**src/rtl/arith_pkg.sv**
```systemverilog
// Shared constants for the arithmetic-blocks library.
//   MUL_IN_W  : multiplier operand width
//   MUL_OUT_W : multiplier product width
//   MUL_Z_RST : product register value while in reset
package arith_pkg;

  localparam int MUL_IN_W  = 4;
  localparam int MUL_OUT_W = 8;

  localparam logic [MUL_OUT_W-1:0] MUL_Z_RST = 8'h00;

endpackage

```
**src/rtl/full_adder.sv**
```systemverilog
// One-bit full adder cell used to build the multiplier's adder array.
//   a, b  : addend bits
//   cin   : carry in (tied low where the cell acts as a half adder)
//   sum   : sum bit
//   cout  : carry out
module full_adder (
  input  logic a,
  input  logic b,
  input  logic cin,
  output logic sum,
  output logic cout
);

  assign sum  = a ^ b ^ cin;
  assign cout = (a & b) | (a & cin) | (b & cin);

endmodule

```
**src/rtl/multiplier_4bit.sv**
```systemverilog
// Unsigned 4x4 array multiplier with a registered 8-bit product.
//   clk       : system clock, rising edge
//   rst_n     : asynchronous active-low reset
//   in_valid  : qualifies X/Y for capture on this edge
//   X, Y      : unsigned operands
//   Z         : registered product, held while in_valid is low
//   out_valid : one-cycle-delayed copy of in_valid
module multiplier_4bit
  import arith_pkg::*;
(
  input  logic                 clk,
  input  logic                 rst_n,
  input  logic                 in_valid,
  input  logic [MUL_IN_W-1:0]  X,
  input  logic [MUL_IN_W-1:0]  Y,
  output logic [MUL_OUT_W-1:0] Z,
  output logic                 out_valid
);

  // pp[i] is X gated by Y[i], i.e. pp[i][j] = X[j] & Y[i]
  logic [MUL_IN_W-1:0] pp [0:MUL_IN_W-1];

  // row_in[k] is the running sum shifted right by one: its low bit has already
  // been retired to Z[k], and the row carry-out enters at the top.
  logic [MUL_IN_W-1:0] row_in    [0:MUL_IN_W-1];
  logic [MUL_IN_W-1:0] row_sum   [1:MUL_IN_W-1];
  logic [MUL_IN_W-1:0] row_carry [1:MUL_IN_W-1];

  logic [MUL_OUT_W-1:0] product;

  for (genvar i = 0; i < MUL_IN_W; i++) begin : g_pp
    assign pp[i] = X & {MUL_IN_W{Y[i]}};
  end

  assign row_in[0] = {1'b0, pp[0][MUL_IN_W-1:1]};

  for (genvar k = 1; k < MUL_IN_W; k++) begin : g_row
    for (genvar j = 0; j < MUL_IN_W; j++) begin : g_cell
      logic cin;
      if (j == 0) begin : g_half
        assign cin = 1'b0;
      end else begin : g_full
        assign cin = row_carry[k][j-1];
      end
      full_adder u_fa (
        .a    (pp[k][j]),
        .b    (row_in[k-1][j]),
        .cin  (cin),
        .sum  (row_sum[k][j]),
        .cout (row_carry[k][j])
      );
    end
    assign row_in[k] = {row_carry[k][MUL_IN_W-1], row_sum[k][MUL_IN_W-1:1]};
  end

  // Low bits retire one per row; the last row's shifted sum forms Z[7:4].
  assign product = {row_in[3], row_sum[3][0], row_sum[2][0], row_sum[1][0], pp[0][0]};

  always_ff @(posedge clk or negedge rst_n) begin
    if (!rst_n) begin
      Z         <= MUL_Z_RST;
      out_valid <= 1'b0;
    end else begin
      out_valid <= in_valid;
      if (in_valid) begin
        Z <= product;
      end
    end
  end

endmodule

```
**config.mk**
```make
export PLATFORM = sky130hd
export DESIGN_NAME = multiplier_4bit
export DESIGN_NICKNAME = d
export VERILOG_FILES = /design/src/rtl/arith_pkg.sv /design/src/rtl/full_adder.sv /design/src/rtl/multiplier_4bit.sv
export SDC_FILE = /design/constraint.sdc
export NUM_CORES = 1
export LEC_CHECK = 0
export CAP_MARGIN = 20
export CORE_MARGIN = 2
export CORE_UTILIZATION = 25
export CTS_BUF_LIST = sky130_fd_sc_hd__clkbuf_2 sky130_fd_sc_hd__clkbuf_4 sky130_fd_sc_hd__clkbuf_8
export DETAILED_ROUTE_END_ITERATION = 8
export PLACE_DENSITY = 0.59
export SETUP_SLACK_MARGIN = 0.05
export SLEW_MARGIN = 20
export SYNTH_ARGS = -nofsm -noshare
export SYNTH_HDL_FRONTEND = slang
export SYNTH_SLANG_ARGS = --single-unit
```
**constraint.sdc**
```tcl
create_clock -name clk -period 1 [get_ports clk]
set_input_delay 0.25 -clock clk [delete_from_list [all_inputs] [get_ports clk]]
set_output_delay 0.25 -clock clk [all_outputs]
set_load 0.1 [all_outputs]
```
==> results.md <==
* Status: finished, violations left
* Failing checks: negative setup slack
* N_diodes at 0
* Final Slew Violations at 0
* Routed WL per cell at 11.2 um
* Mux cell area share after synthesis at 15.5%
* Period minus WS final at 3510 ps
* Hold crit path type: in2async
* GRT overflow at 0
* Total global-route track usage at 10.6%
* Worst-skew pair later-pin latency at 260 ps
* Sink Count at 9
* Slew @ Worst Pin at 154 ps
* Share of layout cells above drive strength 1 at 68.5%
* Root buf cell: clkbuf_4
* Final TNS setup at -11860 ps
* Port buffer count at 19
* Largest family of logic cells by synthesized area: adder cells
* Antenna-violating nets left at 0
* Simple-gate area share of the yosys netlist at 12.8%
* Std cell rows at 18
* Commonest non-fill, non-tap cell in the layout: buf_12
* Worst vdd ir at 0.00141 V
* CP Max Fanout at 2
* Compound-Gate Fraction of Synth Area at 0.739%
* Most frequent cells in the layout: 11 x buf_12, 9 x buf_4, 8 x and2_1, 7 x dfrtp_2, 7 x mux2_4
* Kind of critical path: in2reg
* DR iter-0 viols at 3
* Mapped cell area at 677 um2
* Fin Clk Skew at 0 ps
* TritonCTS Buffers at 3
* Largest net degree at the start of global routing at 10
* Post-DP HPWL at 1110 um
* Total power at 2230 uW
* CTS tree: built
* Worst-path clk slew at 60 ps
* Adder-cell share of the synthesized area at 31.1%
* Area Overhead vs Synth at 81.3%
* DR vias at 488
* Synth Area in XOR/XNOR at 0%
* Power per cell area at 1820 mW/mm2
* Final period util at 351%
* Routability cong. at 0.668
* Post-synthesis sequential area ratio at 33.3%
* Core ar. at 0.00252 mm2
* Vias/cell at 4.10
* Post-Syn Area per Cell at 12.3 um2
* Cells after Synth at 55
* Total Die Area at 0.00314 mm2
* Nets@finish at 113
* First-pass GRT wire length at 2550 um
* Setup ws final at -2510 ps
* Vias in the first global route at 573
* Final hold slack at 300 ps
* CTS Buffer Depth at 2
* Max-Cap Viols at 0
* Final hold viol count at 0
* Unique masters post-synth at 10
* Syn nets at 78
* RSZ-0062 raised after global routing: yes
* Die W at 56.0 um
* Total wire length at 1330 um
* Leak pwr at 0.000563 uW
* Drt first pass iters at 3
* Finish-stage setup viols at 15
* Hold_buf cts at 0
* Syn. warnings at 0
* Startpoint Class: input pin
* Slew margin rel. at 89.6%
* Top-Level Pins at 20
* Initial Utilization at 26.8%
* Critical path capture point type: register
* Register bit total from synthesis at 9
* H-tree levels at 1
* Die Height at 56.0 um
* Critical Path AT at 3650 ps
* CP required at 1150 ps
* Peak Freq at 285 MHz
* Initial antenna violation count at 0
* DRC at 0
-- final cells by class --
cell class | instances | area, um2
Multi-Input combinational cell | 36 | 464
Fill cell | 235 | 1290
Timing Repair Buffer | 31 | 424
Sequential cell | 9 | 238
Clock buffer | 4 | 30.0
Inverter | 9 | 33.8
Tap cell | 30 | 37.5
-- critical path: stages --
cell and delay (ps):
buf_6 70, and2_4 140, ha_4 130, inv_2 30
fa_2 330, fa_1 460, inv_2 80, fa_2 190
inv_2 30, fa_2 520, inv_2 40, fa_2 360
fa_2 360, fa_2 410, mux2_4 260
-- sequential cells by signal, indices dropped and copies added (netlist names) --
name       count
out_valid      1
Z              8
-- Yosys cell counts --
cell type,instances,area [um2]
ha_1,4,50.1
inv_1,9,33.8
mux2_4,7,105
dfrtp_1,9,225
o21ai_0,1,5.00
buf_6,1,11.3
and2_1,10,62.6
nand3_1,1,5.00
nand2_1,5,18.8
fa_1,8,160
-- metal layers --
metal | share of wire [%] | vias to the layer above | global-route usage, %
met5 | 0 | - | 0
met4 | 0 | 0 | 1.02
met3 | 6.5 | 0 | 5.12
met2 | 50 | 14 | 17.8
met1 | 43 | 238 | 12.8
li1 | - | 236 | -
-- metrics by stage --
step,utilization (%),setup WS [ps],instance area (um2),instances
2_1_floorplan,-,-2590,732,55
3_3_place_gp,45.1,-3150,1140,113
3_5_place_dp,45.1,-3200,1140,113
4_1_cts,48.2,-2570,1210,119
5_1_grt,48.7,-2600,1230,119
6_report,48.7,-2510,1230,119
-- cell families after synthesis --
family	Yosys count
adder cells (fa/ha/maj)	12
AND/OR/NAND/NOR	16
multiplexers	7
flip-flops	9
AO/OA/AOI/OAI	1
buffers and inverters	10
-- power by group --
group / total (uW) / switching (uW) / internal [uW]
logic: 1380 / 779 / 598
clock network: 309 / 128 / 181
registers: 548 / 87.7 / 460
-- path summary, 6_finish.rpt --
path	start	to	slack, ps	cells past startpoint
setup / recovery	X[1]	Z[6]	-2510	15
hold / removal	rst_n	Z[1]	300	2
setup reg to reg	Z[4]	Z[4]	80	2
hold reg to reg	Z[3]	Z[3]	550	1
max in group asynchronous	rst_n	Z[4]	580	2
min in group clk	Y[0]	Z[0]	330	4
-- timing repair --
item                       CTS  global route
setup endpoints to repair   16            15
pin swaps                   12             7
gates cloned                 1             0
setup buffers                1             0
resized for setup           27             2
Power figures use the tool's default switching activity.
